===== src/rtl/apb_arb_pkg.sv =====
// Shared types for the two-requester APB master arbiter.
package apb_arb_pkg;

  typedef enum logic [1:0] {
    ST_IDLE   = 2'd0,
    ST_SETUP  = 2'd1,
    ST_ACCESS = 2'd2
  } apb_state_t;

  typedef logic grant_idx_t;

endpackage


===== src/rtl/apb_rr_arbiter.sv =====
// Two-way round-robin arbiter. A masked request is invisible, and the
// last-grant state moves only when the caller accepts the grant (take).
module apb_rr_arbiter
  import apb_arb_pkg::*;
(
  input  logic       pclk,
  input  logic       preset,
  input  logic [1:0] req,
  input  logic [1:0] mask,
  input  logic       take,
  output logic       gnt_vld,
  output grant_idx_t gnt_idx
);

  grant_idx_t last_q;
  logic [1:0] eff;

  always_ff @(posedge pclk or posedge preset) begin
    if (preset) begin
      last_q <= 1'b1;
    end else if (take) begin
      last_q <= gnt_idx;
    end
  end

  // On a tie, the requester that was not granted last wins.
  always_comb begin
    eff     = req & ~mask;
    gnt_vld = |eff;
    gnt_idx = (&eff) ? ~last_q : eff[1];
  end

endmodule


===== src/rtl/apb_master_arbiter.sv =====
// Round-robin arbitration of two requesters onto one APB master port.
// Define APB_ARB_TIMEOUT_EN to abort ACCESS after TIMEOUT_CYCLES wait states.
module apb_master_arbiter
  import apb_arb_pkg::*;
#(
  parameter int ADDR_WIDTH     = 32,
  parameter int DATA_WIDTH     = 32,
  parameter int TIMEOUT_CYCLES = 16
) (
  input  logic                  pclk,
  input  logic                  preset,
  input  logic                  req0_valid,
  input  logic [ADDR_WIDTH-1:0] req0_addr,
  input  logic                  req0_write,
  input  logic [DATA_WIDTH-1:0] req0_wdata,
  output logic                  req0_done,
  output logic [DATA_WIDTH-1:0] req0_rdata,
  output logic                  req0_err,
  input  logic                  req1_valid,
  input  logic [ADDR_WIDTH-1:0] req1_addr,
  input  logic                  req1_write,
  input  logic [DATA_WIDTH-1:0] req1_wdata,
  output logic                  req1_done,
  output logic [DATA_WIDTH-1:0] req1_rdata,
  output logic                  req1_err,
  output logic [ADDR_WIDTH-1:0] paddr,
  output logic                  psel,
  output logic                  penable,
  output logic                  pwrite,
  output logic [DATA_WIDTH-1:0] pwdata,
  input  logic                  pready,
  input  logic [DATA_WIDTH-1:0] prdata
);

  if (TIMEOUT_CYCLES < 1) begin : g_cfg_check
    $error("TIMEOUT_CYCLES must be at least 1");
  end

  apb_state_t state_q, state_d;
  grant_idx_t owner_q, gnt_idx;
  logic       gnt_vld, take, cmpl, tmo;
  logic [1:0] mask;

`ifdef APB_ARB_TIMEOUT_EN
  localparam int CNT_W = $clog2(TIMEOUT_CYCLES + 1);
  logic [CNT_W-1:0] tmo_cnt_q;

  always_ff @(posedge pclk or posedge preset) begin
    if (preset) begin
      tmo_cnt_q <= '0;
    end else if (state_q == ST_SETUP) begin
      tmo_cnt_q <= '0;
    end else if (state_q == ST_ACCESS && !pready && tmo_cnt_q != CNT_W'(TIMEOUT_CYCLES)) begin
      tmo_cnt_q <= tmo_cnt_q + 1'b1;
    end
  end

  // A slave that answers in the limit cycle still completes normally.
  assign tmo = (state_q == ST_ACCESS) && !pready && (tmo_cnt_q == CNT_W'(TIMEOUT_CYCLES));
`else
  assign tmo = 1'b0;
`endif

  assign cmpl = (state_q == ST_ACCESS) && (pready || tmo);
  // The completing owner's still-high valid must not win the next grant.
  assign mask = (state_q == ST_ACCESS) ? (owner_q ? 2'b10 : 2'b01) : 2'b00;
  assign take = gnt_vld && ((state_q == ST_IDLE) || cmpl);

  apb_rr_arbiter u_rr (
    .pclk    (pclk),
    .preset  (preset),
    .req     ({req1_valid, req0_valid}),
    .mask    (mask),
    .take    (take),
    .gnt_vld (gnt_vld),
    .gnt_idx (gnt_idx)
  );

  always_ff @(posedge pclk or posedge preset) begin
    if (preset) begin
      state_q <= ST_IDLE;
    end else begin
      state_q <= state_d;
    end
  end

  always_comb begin
    state_d = state_q;
    case (state_q)
      ST_IDLE:   if (gnt_vld) state_d = ST_SETUP;
      ST_SETUP:  state_d = ST_ACCESS;
      ST_ACCESS: if (cmpl) state_d = gnt_vld ? ST_SETUP : ST_IDLE;
      default:   state_d = ST_IDLE;
    endcase
  end

  always_ff @(posedge pclk or posedge preset) begin
    if (preset) begin
      owner_q <= 1'b0;
      paddr   <= '0;
      pwrite  <= 1'b0;
      pwdata  <= '0;
    end else if (take) begin
      owner_q <= gnt_idx;
      paddr   <= gnt_idx ? req1_addr  : req0_addr;
      pwrite  <= gnt_idx ? req1_write : req0_write;
      pwdata  <= gnt_idx ? req1_wdata : req0_wdata;
    end
  end

  assign psel       = (state_q != ST_IDLE);
  assign penable    = (state_q == ST_ACCESS);
  assign req0_done  = cmpl && !owner_q;
  assign req1_done  = cmpl && owner_q;
  assign req0_rdata = (req0_done && !tmo) ? prdata : '0;
  assign req1_rdata = (req1_done && !tmo) ? prdata : '0;
  assign req0_err   = req0_done && tmo;
  assign req1_err   = req1_done && tmo;

endmodule


===== config.mk =====
export PLATFORM = sky130hd
export DESIGN_NAME = apb_master_arbiter
export DESIGN_NICKNAME = d
export VERILOG_FILES = /design/src/rtl/apb_arb_pkg.sv /design/src/rtl/apb_rr_arbiter.sv /design/src/rtl/apb_master_arbiter.sv
export SDC_FILE = /design/constraint.sdc
export NUM_CORES = 1
export LEC_CHECK = 0
export CAP_MARGIN = 25
export CORE_AREA = 2 2 117 119
export CTS_BUF_LIST = sky130_fd_sc_hd__clkbuf_16
export DETAILED_ROUTE_END_ITERATION = 6
export DIE_AREA = 0 0 119 121
export PLACE_DENSITY = 0.73
export SLEW_MARGIN = 10
export SYNTH_ARGS = -nofsm -noshare
export SYNTH_HDL_FRONTEND = slang
export SYNTH_SLANG_ARGS = --single-unit

===== constraint.sdc =====
create_clock -name pclk -period 2.66 [get_ports pclk]
set_clock_uncertainty 0.1 [all_clocks]
set_input_delay 0.532 -clock pclk [delete_from_list [all_inputs] [get_ports pclk]]
set_output_delay 0.532 -clock pclk [all_outputs]
set_load 0.005 [all_outputs]

# ---- Word-level counts from Yosys, hierarchy flattened
# Index checks and enable logic that the tools add are counted.
dict set report word_totals {
  register_bits 69
  latchBits 0
  mem_bits_rw 0
  mem_bits_ro 0
  input_bits 167
  word_cells 36
  memories 0
}
dict set report classes {
  addsub 0
  multipliers 0
  div_mod_pow 0
  magnitude_cmp 0
  eq_ne 4
  shifts 0
  n_mux 12
  bitwise 3
  reduce_logical 11
}
# op count
set ops {}
lappend ops {{32-bit 2-to-1 mux} 4}
lappend ops {{2-bit 2-to-1 mux} 4}
lappend ops {{2-bit case mux with 3 select lines} 1}
lappend ops {{1-bit logical AND} 4}
lappend ops {{2-bit AND reduction} 2}
lappend ops {{1-bit 2-to-1 mux} 3}
lappend ops {{2-bit bitwise AND} 1}
lappend ops {{2-bit by 1-bit equality test with 1-bit output, second input constant} 1}
lappend ops {{2-bit equality test, second input constant} 1}
lappend ops {{2-bit zero test} 1}
lappend ops {{2-bit by 1-bit inequality test with 1-bit output, second input constant} 1}
lappend ops {{2-bit inequality test, second input constant} 1}
lappend ops {{2-bit NOT} 1}
lappend ops {{2-bit nonzero test} 1}
lappend ops {{2-bit OR reduction} 1}
lappend ops {{1-bit zero test} 1}
lappend ops {{1-bit logical OR} 1}
lappend ops {{1-bit NOT} 1}

# ---- Longest topological paths before layout
dict set report logic_depth {
  depth_word 8
  depth_mapped 6
}

# ---- By module
# From an unflattened synthesis, not the netlist that was laid out.
dict set report unflattened {
  hier_cells 309
  hier_area_um2 3910.0
}
# module n_inst cells_per_inst area_each_um2
set modules_own_cells {}
lappend modules_own_cells {apb_master_arbiter 1 299 3828.7}
lappend modules_own_cells {apb_rr_arbiter 1 10 81.3}

# ---- Worst setup path before layout
# No wires, ideal clock.
dict set report synth_path {
  kind {register to register}
  startpoint {reg state_q[0]}
  endpoint {reg pwdata[10]}
  setup_time_ps 125
  t_arrival_ps 1764
  t_required_ps 2435
  slack_ps 671
  path_stages_with_launch 7
  n_path_buf 2
  synth_period_minus_slack_ps 1989
  path_cell_list {dfrtp_1 -> and2b_2 -> o211ai_2 -> buf_6 -> buf_6 -> mux2_2 -> mux2_2}
}
dict set report synth_between {
  elab_chain_cells 7
  elab_cells_between_ends 12
}
# element line
set synth_rtl {}
lappend synth_rtl {{start, declared} apb_master_arbiter.sv:39} ;# apb_state_t state_q, state_d;
lappend synth_rtl {{start signal, assigned} apb_master_arbiter.sv:83} ;# state_q <= state_d;
lappend synth_rtl {{2-bit equality test *} n/a}
lappend synth_rtl {{via penable} apb_master_arbiter.sv:28} ;# output logic penable,
lappend synth_rtl {{2-bit 2-to-1 mux} apb_master_arbiter.sv:66} ;# assign mask = (state_q == ST_ACCESS) ? (owner_q ? 2'b10 : 2'b01) : 2'b00;
lappend synth_rtl {{2-bit NOT} apb_rr_arbiter.sv:28} ;# eff = req & ~mask;
lappend synth_rtl {{2-bit bitwise AND} apb_rr_arbiter.sv:28}
lappend synth_rtl {{2-bit AND reduction} apb_rr_arbiter.sv:30} ;# gnt_idx = (&eff) ? ~last_q : eff[1];
lappend synth_rtl {{1-bit 2-to-1 mux} apb_rr_arbiter.sv:30}
lappend synth_rtl {{32-bit 2-to-1 mux} apb_master_arbiter.sv:107} ;# pwdata <= gnt_idx ? req1_wdata : req0_wdata;
lappend synth_rtl {{end signal, assigned} apb_master_arbiter.sv:107}
lappend synth_rtl {{end, declared} apb_master_arbiter.sv:30} ;# output logic [DATA_WIDTH-1:0] pwdata,
# Mark *: on every way through the listed nets, which the timed path passes. The rest lies on a longest branch.
# A chain may end at the register's enable or synchronous reset.

# ---- Worst setup path in the final report
dict set report layout_path {
  startpoint {reg state_q[1]}
  endpoint {out req1_rdata[21]}
}
dict set report layout_between {
  elab_chain_cells 4
}
# element line
set layout_rtl {}
lappend layout_rtl {{2-bit equality test} apb_master_arbiter.sv:64} ;# assign cmpl = (state_q == ST_ACCESS) && (pready || tmo);
lappend layout_rtl {{1-bit logical AND} apb_master_arbiter.sv:64}
lappend layout_rtl {{1-bit logical AND} apb_master_arbiter.sv:114} ;# assign req1_done = cmpl && owner_q;
lappend layout_rtl {{32-bit 2-to-1 mux} apb_master_arbiter.sv:116} ;# assign req1_rdata = (req1_done && !tmo) ? prdata : '0;
lappend layout_rtl {{end, declared} apb_master_arbiter.sv:24} ;# output logic [DATA_WIDTH-1:0] req1_rdata,
# Every way passes these cells.

==> summary.txt <==
Global routing
  • First-pass GRT wire length: 20.0 mm
  • Vias in the first global route: 3807
  • Most Crowded Layer GR: met2
  • Met2 Use GR: 0.345
  • Met3 Usage GRT: 0.0597
  • Total global-route track usage: 0.177
  • Met1 Use GR: 0.175
  • Initial antenna violation count: 0
  • Largest net degree at the start of global routing: 43
  • GRT Residual Overflow: 0

Timing
  • RSZ-0062 raised after global routing: true
  • Rel. slew slack: 0.561
  • Achievable Freq: ~0.39 GHz
  • Period utilization: 0.976
  • Least-Margin Pin Slew: ~660 ps
  • Worst setup margin: 62.8 ps
  • Final hold violation count: 0
  • Final setup fails: 0
  • Min cycle time layout: between 2000 and 3000 ps
  • Fin. max-slew vios: 0
  • Total Neg Setup Slack: 0 ps

Clock network
  • CTS Buffer Depth: 2
  • CTS Sinks: ~70
  • CTS tree: yes
  • Root Driver: clkbuf_16
  • Worst skew pair latency: 320 ps
  • Clk pin slew, worst setup/hold paths: approximately 60 ps
  • H-Tree Level Count: 3
  • Num CTS Buffers: 9
  • Hold_buf cts: 0

Power and ir drop
  • Total power: between 6 and 7 mW
  • Pwr Density: 852 nW/um2
  • Pleak: about 3.6 nW
  • Worst VDD drop: 446 uV

Logic synthesis
  • Dominant cells by area after synthesis: dfrtp_1 44%, mux2_2 38%, and2_1 10%
  • Yosys top cell area share: 0.440
  • Netlist cell types: 22
  • Synth Register Bits: a little under 70
  • Mapped Avg Cell Area: ~13 um2
  • Cell count after synthesis: between 300 and 400
  • Cell taking the most area after synthesis: dfrtp_1
  • Synth Warn #: 0
  • Synthesized cell area: slightly below 4000 um2
  • Sequential-to-total area share from yosys stat: 0.447

Worst setup path
  • WP buf/inv: 2
  • CP top delay family: buffers and inverters
  • Critical path type: flop to output port
  • CP Cell Sequence: and2b_2 > and3_4 > buf_12 > and2_1 > clkdlybuf4s50_1
  • CP max FO: 25
  • Crit-path max cell delay: approximately 460 ps
  • Worst EP arrival: 1970 ps
  • CP required: 2030 ps
  • Slowest cell on the critical path: clkdlybuf4s50_1
  • Critical path capture point type: output port
  • Crit path launch type: flop

Placed design
  • Cell count after placement: 770
  • Detailed placer's ending HPWL: 10.3 mm
  • Final GP Congestion: slightly above 0.8
  • Dpl ws: -119 ps
  • Buffers on Ports: approximately 300

Floorplanning
  • Die area: ~14000 um2
  • IO Count: between 300 and 400
  • Core region area: 13100 um2
  • Die Y-Extent: 121 um
  • Die W: 119 um
  • Initial Utilization: 0.296
  • Row Count: 42

Min path
  • Hold Crit Class: flop to flop

Layout
  • Area delta synth->final: 94.0%
  • Most frequent cells in the layout: 257 x clkdlybuf4s50_1, 130 x mux2_2, 67 x dfrtp_1
  • Commonest non-fill, non-tap cell in the layout: clkdlybuf4s50_1
  • Non-filler instance count after layout: 788
  • # nets final: approximately 770
  • Layout cells sized above 1: 0.271
  • Diodes inserted: 0

Route
  • DRC: 0
  • Vias/cell: roughly 4.5
  • Antenna Violating Nets Remaining: 0
  • Total wire length: 13.3 mm
  • Drt first pass iters: 4
  • Iteration-0 DRC count of the detailed router: 80
  • Wirelength per Cell: 16.8 um
  • Vias: about 3600

Run
  • Max-cap check violation count: 0

Run status
  • Status: completed
==> final cells by class <==
cell class / instances / area (um2)
well taps: 176 / 220
repair buffers: 311 / 3230
flip-flops and latches: 69 / 1730
clock inverters: 7 / 66.3
clock buffers: 9 / 225
inverters: 2 / 7.51
multi-input cells: 214 / 2030
fillers: 1121 / 5580
==> cells by family (layout without fill, tap and decap cells) <==
| logic type | count (synthesis) | in the layout | share of synthesized area |
|---|---|---|---|
| AOI/OAI and AO/OA | 7 | 7 | 0.0178 |
| and+or+nand+nor | 74 | 74 | 0.117 |
| buffers and inverters | 24 | 329 | 0.0359 |
| other | 1 | 2 | 0.000969 |
| DFF | 69 | 69 | 0.447 |
| muxes | 131 | 131 | 0.381 |
==> cells in the mapped netlist <==
| cell type | count |
|---|---|
| dfstp_2 | 1 |
| o31ai_1 | 2 |
| and2_1 | 64 |
| nand3b_1 | 1 |
| nand2b_1 | 1 |
| or2_2 | 1 |
| inv_1 | 2 |
| o21ai_0 | 3 |
| nand2_1 | 2 |
| conb_1 | 1 |
| buf_6 | 4 |
| buf_4 | 2 |
| mux2_2 | 130 |
| nor2_1 | 3 |
| dfrtp_1 | 68 |
| o211ai_2 | 1 |
| a2bb2oi_4 | 1 |
| and2b_2 | 1 |
| mux2_1 | 1 |
| and3_1 | 1 |
| clkbuf_1 | 7 |
| buf_2 | 9 |
==> layer usage <==
metal	vias to the layer above	routed length, um
li1	1659	-
met5	-	0
met1	1712	4600
met2	172	7390
met3	15	1060
met4	0	208
==> what timing repair did <==
| action | 4_1_cts | 5_1_grt |
|---|---|---|
| resized for setup | 11 | 34 |
| endpoints found under the setup margin | 64 | 34 |
| buffers inserted | 2 | 0 |
==> path summary, 6_finish.rpt <==
path,startpoint,to,slack [ps],cells past startpoint
hold reg to reg,pwdata[29],pwdata[29],390,1
max in group asynchronous,preset,pwdata[26],1280,3
min in group asynchronous,preset,paddr[5],510,2
setup reg to reg,state_q[1],pwdata[29],420,6
setup / recovery,state_q[1],req1_rdata[21],60,5
hold / removal,pwdata[29],pwdata[29],390,1
==> power breakdown <==
part | internal [mW] | total, mW | switching [mW] | leakage, nW
Clock | 0.720 | 1.17 | 0.447 | 0.141
Sequential | 1.61 | 1.89 | 0.287 | 0.804
Combinational | 2.23 | 3.33 | 1.10 | 2.62
==> per-stage QoR <==
stage | utilization | cell area [um2] | hold WS (ps)
detailed placement | 0.544 | 7120 | 379
floorplan | - | 3870 | 370
CTS | 0.567 | 7420 | 397
finish | 0.574 | 7510 | 390
global route | 0.574 | 7510 | 410
global placement | 0.544 | 7120 | 368
==> state kept, by name, summed over array words and instances, names as in the netlist <==
register	cells
owner_q	1
paddr	32
pwdata	32
pwrite	1
state_q	2
u_rr.last_q	1
Note: power is estimated with default switching activity, not from simulation.
